<file path="config.mk">
export PLATFORM = sky130hd
export DESIGN_NAME = vesa_timing_gen_prog
export DESIGN_NICKNAME = d
export VERILOG_FILES = /design/src/rtl/vesa_timing_pkg.sv /design/src/rtl/vesa_axis_cnt.sv /design/src/rtl/vesa_timing_gen_prog.sv
export SDC_FILE = /design/constraint.sdc
export NUM_CORES = 1
export LEC_CHECK = 0
export CAP_MARGIN = 20
export CORE_MARGIN = 1
export CORE_UTILIZATION = 36
export DETAILED_ROUTE_END_ITERATION = 12
export GPL_ROUTABILITY_DRIVEN = 0
export PLACE_DENSITY = 0.61
export SYNTH_ARGS = -nofsm -noshare
export SYNTH_HDL_FRONTEND = slang
export SYNTH_SLANG_ARGS = --single-unit
</file>
<file path="constraint.sdc">
create_clock -name clk -period 17.2 [get_ports clk]
set_input_delay 3.44 -clock clk [delete_from_list [all_inputs] [get_ports clk]]
set_output_delay 3.44 -clock clk [all_outputs]
set_load 0.01 [all_outputs]
</file>
<file path="src/rtl/vesa_timing_pkg.sv">
// Shared definitions for the VESA timing generators: FSM encoding, axis indices
// and the 720p60 reset-default timing.
package vesa_timing_pkg;

    typedef enum logic [1:0] {
        ST_IDLE  = 2'd0,
        ST_RUN   = 2'd1,
        ST_DRAIN = 2'd2
    } vt_state_e;

    localparam int AX_H = 0;
    localparam int AX_V = 1;

    localparam int VT_DEF_H_ACT  = 1280;
    localparam int VT_DEF_H_FP   = 48;
    localparam int VT_DEF_H_SYNC = 32;
    localparam int VT_DEF_H_BP   = 240;
    localparam int VT_DEF_V_ACT  = 720;
    localparam int VT_DEF_V_FP   = 3;
    localparam int VT_DEF_V_SYNC = 5;
    localparam int VT_DEF_V_BP   = 20;
    localparam bit VT_DEF_HS_POL = 1'b1;
    localparam bit VT_DEF_VS_POL = 1'b1;

    // Drive the active level only inside the sync region.
    function automatic logic sync_level(input logic in_sync, input logic pol);
        return in_sync ? pol : ~pol;
    endfunction

endpackage

</file>
<file path="src/rtl/vesa_axis_cnt.sv">
// One timing axis: position counter with wrap plus active/sync region decode
// from the act/fp/sync/bp fields (line order: active, FP, sync, BP).
module vesa_axis_cnt
    import vesa_timing_pkg::*;
#(
    parameter int CNT_W = 16
) (
    input  logic             clk,
    input  logic             rst_n,
    input  logic             clr,
    input  logic             inc,
    input  logic [CNT_W-1:0] act,
    input  logic [CNT_W-1:0] fp,
    input  logic [CNT_W-1:0] sync,
    input  logic [CNT_W-1:0] bp,
    output logic [CNT_W-1:0] cnt,
    output logic             last,
    output logic             active,
    output logic             in_sync
);

    logic [CNT_W-1:0] cnt_reg;
    logic [CNT_W-1:0] sync_start;
    logic [CNT_W-1:0] sync_end;
    logic [CNT_W-1:0] last_pos;

    // Accepted configurations keep the total within CNT_W, so these cannot wrap.
    assign sync_start = act + fp;
    assign sync_end   = sync_start + sync;
    assign last_pos   = sync_end + bp - CNT_W'(1);

    assign last    = (cnt_reg == last_pos);
    assign active  = (cnt_reg < act);
    assign in_sync = (cnt_reg >= sync_start) && (cnt_reg < sync_end);
    assign cnt     = cnt_reg;

    always_ff @(posedge clk or negedge rst_n) begin
        if (!rst_n) begin
            cnt_reg <= '0;
        end else if (clr) begin
            cnt_reg <= '0;
        end else if (inc) begin
            cnt_reg <= last ? '0 : cnt_reg + CNT_W'(1);
        end
    end

endmodule

</file>
<file path="src/rtl/vesa_timing_gen_prog.sv">
// Runtime-programmable VESA/CEA timing generator. Configuration is staged and
// committed only at frame boundaries (or while idle) so mode switches never tear.
module vesa_timing_gen_prog
    import vesa_timing_pkg::*;
#(
    parameter int CNT_W      = 16,
    parameter int DEF_H_ACT  = VT_DEF_H_ACT,
    parameter int DEF_H_FP   = VT_DEF_H_FP,
    parameter int DEF_H_SYNC = VT_DEF_H_SYNC,
    parameter int DEF_H_BP   = VT_DEF_H_BP,
    parameter int DEF_V_ACT  = VT_DEF_V_ACT,
    parameter int DEF_V_FP   = VT_DEF_V_FP,
    parameter int DEF_V_SYNC = VT_DEF_V_SYNC,
    parameter int DEF_V_BP   = VT_DEF_V_BP,
    parameter bit DEF_HS_POL = VT_DEF_HS_POL,
    parameter bit DEF_VS_POL = VT_DEF_VS_POL
) (
    input  logic             clk,
    input  logic             rst_n,
    input  logic             enable,
    input  logic             cfg_valid,
    input  logic [CNT_W-1:0] cfg_h_act,
    input  logic [CNT_W-1:0] cfg_h_fp,
    input  logic [CNT_W-1:0] cfg_h_sync,
    input  logic [CNT_W-1:0] cfg_h_bp,
    input  logic [CNT_W-1:0] cfg_v_act,
    input  logic [CNT_W-1:0] cfg_v_fp,
    input  logic [CNT_W-1:0] cfg_v_sync,
    input  logic [CNT_W-1:0] cfg_v_bp,
    input  logic             cfg_hs_pol,
    input  logic             cfg_vs_pol,
    output logic             cfg_pending,
    output logic             cfg_err,
    output logic             hsync,
    output logic             vsync,
    output logic             de,
    output logic             frame_valid,
    output logic [CNT_W-1:0] h_count,
    output logic [CNT_W-1:0] v_count,
    output logic             sof,
    output logic             eol
);

    localparam logic [CNT_W+1:0] TOT_MAX = {2'b00, {CNT_W{1'b1}}};

    vt_state_e state_reg;
    logic      pending_reg;
    logic      err_reg;
    logic      running;
    logic      frame_end;
    logic      commit;
    logic      cfg_ok;
    logic      cfg_accept;

    logic [1:0][CNT_W-1:0] cfg_act, cfg_fp, cfg_sync, cfg_bp;
    logic [1:0][CNT_W-1:0] ax_cnt;
    logic [1:0]            cfg_pol, axis_ok, ax_inc, ax_last, ax_active, ax_in_sync, ax_pol;

    logic             hsync_reg, vsync_reg, de_reg, frame_valid_reg, sof_reg, eol_reg;
    logic [CNT_W-1:0] h_count_reg, v_count_reg;

    assign cfg_act  = {cfg_v_act,  cfg_h_act};
    assign cfg_fp   = {cfg_v_fp,   cfg_h_fp};
    assign cfg_sync = {cfg_v_sync, cfg_h_sync};
    assign cfg_bp   = {cfg_v_bp,   cfg_h_bp};
    assign cfg_pol  = {cfg_vs_pol, cfg_hs_pol};

    assign running    = (state_reg != ST_IDLE);
    assign ax_inc     = {running & ax_last[AX_H], running};
    assign frame_end  = running & ax_last[AX_H] & ax_last[AX_V];
    assign commit     = pending_reg & (frame_end | (state_reg == ST_IDLE));
    assign cfg_ok     = &axis_ok;
    assign cfg_accept = cfg_valid & cfg_ok;

    genvar gi;
    generate
        for (gi = 0; gi < 2; gi++) begin : g_axis
            localparam logic [CNT_W-1:0] D_ACT  = CNT_W'((gi == AX_H) ? DEF_H_ACT  : DEF_V_ACT);
            localparam logic [CNT_W-1:0] D_FP   = CNT_W'((gi == AX_H) ? DEF_H_FP   : DEF_V_FP);
            localparam logic [CNT_W-1:0] D_SYNC = CNT_W'((gi == AX_H) ? DEF_H_SYNC : DEF_V_SYNC);
            localparam logic [CNT_W-1:0] D_BP   = CNT_W'((gi == AX_H) ? DEF_H_BP   : DEF_V_BP);
            localparam bit               D_POL  = (gi == AX_H) ? DEF_HS_POL : DEF_VS_POL;

            logic [CNT_W+1:0] tot;
            logic [CNT_W-1:0] act_reg, fp_reg, sync_reg, bp_reg;
            logic [CNT_W-1:0] stg_act_reg, stg_fp_reg, stg_sync_reg, stg_bp_reg;
            logic             pol_reg, stg_pol_reg;

            // Two guard bits so the four-term sum can never wrap before the range test.
            assign tot = {2'b00, cfg_act[gi]} + {2'b00, cfg_fp[gi]}
                       + {2'b00, cfg_sync[gi]} + {2'b00, cfg_bp[gi]};
            assign axis_ok[gi] = (cfg_act[gi] != '0) && (cfg_sync[gi] != '0) && (tot <= TOT_MAX);
            assign ax_pol[gi]  = pol_reg;

            always_ff @(posedge clk or negedge rst_n) begin
                if (!rst_n) begin
                    act_reg      <= D_ACT;
                    fp_reg       <= D_FP;
                    sync_reg     <= D_SYNC;
                    bp_reg       <= D_BP;
                    pol_reg      <= D_POL;
                    stg_act_reg  <= '0;
                    stg_fp_reg   <= '0;
                    stg_sync_reg <= '0;
                    stg_bp_reg   <= '0;
                    stg_pol_reg  <= 1'b0;
                end else begin
                    if (commit) begin
                        act_reg  <= stg_act_reg;
                        fp_reg   <= stg_fp_reg;
                        sync_reg <= stg_sync_reg;
                        bp_reg   <= stg_bp_reg;
                        pol_reg  <= stg_pol_reg;
                    end
                    if (cfg_accept) begin
                        stg_act_reg  <= cfg_act[gi];
                        stg_fp_reg   <= cfg_fp[gi];
                        stg_sync_reg <= cfg_sync[gi];
                        stg_bp_reg   <= cfg_bp[gi];
                        stg_pol_reg  <= cfg_pol[gi];
                    end
                end
            end

            vesa_axis_cnt #(.CNT_W(CNT_W)) u_cnt (
                .clk     (clk),
                .rst_n   (rst_n),
                .clr     (~running),
                .inc     (ax_inc[gi]),
                .act     (act_reg),
                .fp      (fp_reg),
                .sync    (sync_reg),
                .bp      (bp_reg),
                .cnt     (ax_cnt[gi]),
                .last    (ax_last[gi]),
                .active  (ax_active[gi]),
                .in_sync (ax_in_sync[gi])
            );
        end
    endgenerate

    // A new value accepted in the commit cycle stays pending behind the one being applied.
    always_ff @(posedge clk or negedge rst_n) begin
        if (!rst_n) begin
            pending_reg <= 1'b0;
            err_reg     <= 1'b0;
        end else begin
            if (cfg_accept) begin
                pending_reg <= 1'b1;
            end else if (commit) begin
                pending_reg <= 1'b0;
            end
            if (cfg_valid) begin
                err_reg <= ~cfg_ok;
            end
        end
    end

    always_ff @(posedge clk or negedge rst_n) begin
        if (!rst_n) begin
            state_reg <= ST_IDLE;
        end else begin
            case (state_reg)
                ST_IDLE: begin
                    if (enable) state_reg <= ST_RUN;
                end
                ST_RUN: begin
                    if (!enable) state_reg <= frame_end ? ST_IDLE : ST_DRAIN;
                end
                ST_DRAIN: begin
                    if (frame_end) begin
                        state_reg <= enable ? ST_RUN : ST_IDLE;
                    end else if (enable) begin
                        state_reg <= ST_RUN;
                    end
                end
                default: state_reg <= ST_IDLE;
            endcase
        end
    end

    always_ff @(posedge clk or negedge rst_n) begin
        if (!rst_n) begin
            hsync_reg       <= ~DEF_HS_POL;
            vsync_reg       <= ~DEF_VS_POL;
            de_reg          <= 1'b0;
            frame_valid_reg <= 1'b0;
            sof_reg         <= 1'b0;
            eol_reg         <= 1'b0;
            h_count_reg     <= '0;
            v_count_reg     <= '0;
        end else begin
            hsync_reg       <= sync_level(running & ax_in_sync[AX_H], ax_pol[AX_H]);
            vsync_reg       <= sync_level(running & ax_in_sync[AX_V], ax_pol[AX_V]);
            de_reg          <= running & ax_active[AX_H] & ax_active[AX_V];
            frame_valid_reg <= running;
            sof_reg         <= running && (ax_cnt[AX_H] == '0) && (ax_cnt[AX_V] == '0);
            eol_reg         <= running & ax_last[AX_H];
            h_count_reg     <= ax_cnt[AX_H];
            v_count_reg     <= ax_cnt[AX_V];
        end
    end

    assign cfg_pending = pending_reg;
    assign cfg_err     = err_reg;
    assign hsync       = hsync_reg;
    assign vsync       = vsync_reg;
    assign de          = de_reg;
    assign frame_valid = frame_valid_reg;
    assign sof         = sof_reg;
    assign eol         = eol_reg;
    assign h_count     = h_count_reg;
    assign v_count     = v_count_reg;

endmodule

</file>
==> results.toml <==
[synthesis]
synth_area_um2 = 22800
synth_warnings = 0
synth-seq-area-share_pct = 36.8
synth.largest_area_cell = "dfrtp_1"
synth.distinct_cells = 79
syn_area_per_cell_um2 = 11.3
synthCells = 2024
synth_top_cell_area_share_pct = 34.4
synth_top_cells_by_area = "dfrtp_1, ha_1, mux2_2"
async_flop_share_pct = 100
synthTopCellsByCount = "dfrtp_1, ha_1, inv_1"
yosysMostFrequentCell = "dfrtp_1"
synth_nets = 2468
synth-seq-cells = 334
ys.flop_type = "dfrtp_1"
synth_edf_count = 0

[worst_setup_path]
cpMostUsedCell = "a21o_1"
r2r-start = "g_axis[1].act_reg[0]"
cp-start-kind = "input port"
cp.arrival_ns = 9.03
worst-r2r-cell-count = 33
slowest_stage = "nand3_4"
cp_cell_sequence = "clkdlybuf4s50_1, fa_1, fa_1, ha_1, fa_1, a21o_1, a21o_1, a21o_1, a21o_1, a21o_1, a22oi_1, nand4b_1, mux2i_1, nand3_4, buf_4, mux2_2"
critical_path.max_fanout = 68
crit_path_end_kind = "flip-flop"
path_class = "in -> reg"
cpPeakStageDelay_ns = 0.75
reg2reg_setup_slack_ns = 8.67
cp_num_buf_inv = 2
r2r-end = "g_axis[0].act_reg[9]"
path_delay_family = "adder cells"
crit_required_ns = 17.64

[timing]
period_minus_slack_ns = 8.59
clock_skew_ns = 0.0271
max_freq_mhz = 116
finalSetupViolations = 0
finalSetupTns_ns = 0
finalCritPeriodShare_pct = 49.9
worst_pin_slew_ns = 1.12
rsz0062_at_grt = "false"
hold_viol_final = 0
drv_slew = 0
slew-limit-headroom_pct = 25.2

[clocking]
worstSkewPairLatency_ns = 0.58
ctsHoldBuffers = 0
cts_sinks = 334
cts_max_level = 2
cts_tree = "yes"
clock-root-buffer = "clkbuf_16"
post_cts_buffers = 0
cts_resized = 0
path_clk_slew_ns = 0.06
cts-buffers-inserted = 36
clockBufferDepth = 3

[global_routing]
grt_overflow = 0
grt_usage_pct = 18.1
grt_antenna_before_repair = 7
grt_max_degree = 78
grt_pass1_wl_um = 90500
grt_pass1_vias = 16200

[placed_design]
port_buffers = 173
postPlaceCellArea_um2 = 25400
dp_hpwl_um = 46100

[run_status]
status = "finished clean"

[drt]
ant_nets = 0
wl_per_cell_um = 18.7
vias = 15800
first_pass_iters = 5
viasPerCell = 5.15
route.detailed.drc = 0
wl_um = 57300
drt-initial-drc-count = 1014

[floorplanning]
start_util_pct = 36.7
die_area_um2 = 64300
die_width_um = 254
core_um2 = 62200
rows = 91
die_y_um = 254
ioPinCount = 174

[finish]
fillers = 5881
area_growth_pct = 17.1
nNetsFinal = 2642
layout-drive-gt1-share_pct = 16.6
final_area_um2 = 26700

[job]
max_cap_violations = 0

[worst_hold_path]
hold_path.class = "reg -> reg"
hold_start = "g_axis[0].stg_sync_reg[4]"
min_to = "g_axis[0].sync_reg[4]"
whs_path_depth = 1
area by class of cell:
cell class,count,area [um^2],area share (%)
antenna,7,17.5,0.0656
multi-input combinational,1468,13500,50.6
tap,837,1050,3.92
timing repair buffer,182,1820,6.83
clock buffer,50,1010,3.80
clock inverter,14,250,0.937
sequential,334,8380,31.4
inverter,176,661,2.47
worst max-delay path by stage:
| stage | endpoint | depth (start not counted) | slack, ns | from |
|---|---|---|---|---|
| final | g_axis[0].stg_sync_reg[1] | 16 | 8.61 | cfg_h_act[1] |
| after detailed placement | g_axis[0].stg_sync_reg[1] | 16 | 7.98 | cfg_h_act[1] |
| after global placement | g_axis[0].stg_act_reg[1] | 16 | 8.12 | cfg_h_act[1] |
| after CTS | g_axis[0].stg_fp_reg[5] | 16 | 8.57 | cfg_h_act[1] |
| after global routing | g_axis[0].act_reg[9] | 33 | 8.16 | g_axis[1].act_reg[0] |
| after floorplan | g_axis[0].stg_act_reg[0] | 16 | 9.99 | cfg_h_act[1] |
per-layer routing:
| layer | part of all wire (%) | track usage [%] | vias to the layer above | routed length (um) |
|---|---|---|---|---|
| met5 | 0 | 0 | - | 0 |
| met4 | 2.2 | 5.18 | 0 | 1280 |
| met3 | 3.6 | 2.29 | 74 | 2050 |
| met2 | 44 | 27.6 | 317 | 25200 |
| met1 | 50 | 26.6 | 7788 | 28700 |
| li1 | - | - | 7635 | - |
cell families (layout without fill, tap and decap cells):
group | after synthesis | count (layout) | synth area share (%)
muxes | 268 | 268 | 14.9
adders and majority gates | 311 | 311 | 19.4
and+or+nand+nor | 405 | 405 | 9.30
DFF | 334 | 334 | 36.8
xor gates and xnor gates | 125 | 125 | 4.99
other | 0 | 7 | 0
AOI/OAI and AO/OA | 359 | 359 | 10.6
buffers and inverters | 222 | 422 | 4.09
layout by cell type, fill, tap and decap left out, types with 26 or more instances in the layout:
| cell type | Yosys | layout |
|---|---|---|
| ha_1 | 240 | 240 |
| a21oi_1 | 92 | 92 |
| a21o_1 | 57 | 57 |
| clkbuf_16 | 0 | 36 |
| fa_1 | 70 | 70 |
| clkdlybuf4s50_1 | 0 | 172 |
| nor3_1 | 29 | 29 |
| xor2_1 | 58 | 58 |
| nand2_1 | 56 | 56 |
| dfrtp_1 | 313 | 313 |
| inv_1 | 176 | 176 |
| mux2_2 | 163 | 163 |
| o21ai_0 | 68 | 68 |
| xnor2_1 | 64 | 64 |
| mux2_4 | 100 | 100 |
| nor4_1 | 31 | 31 |
| nand3_1 | 42 | 41 |
| nor2_1 | 100 | 100 |
| nand4_1 | 26 | 26 |
through the flow:
| stage | instances | setup slack, ns | utilization, % | hold slack [ns] |
|---|---|---|---|---|
| floorplan | 2024 | 9.99 | - | 0.404 |
| global placement | 2996 | 8.12 | 40.8 | 0.486 |
| detailed placement | 2997 | 7.98 | 40.9 | 0.485 |
| CTS | 3061 | 8.57 | 42.9 | 0.481 |
| global route | 3067 | 8.16 | 42.9 | 0.497 |
| finish | 3068 | 8.61 | 42.9 | 0.486 |
worst reg2reg max path: cells and delay by family (launching register included):
family | cells | cell delay [ns]
AO/OA/AOI/OAI | 14 | 3.63
adder cells (fa/ha/maj) | 5 | 1.39
AND/OR/NAND/NOR | 6 | 1.35
buffers and inverters | 5 | 0.94
multiplexers | 2 | 0.55
flip-flops | 1 | 0.40
XOR/XNOR | 1 | 0.17
Power is left out: the tool's default activity adds up to more than one toggle a clock period on the data nets, which glitch-free logic cannot reach.
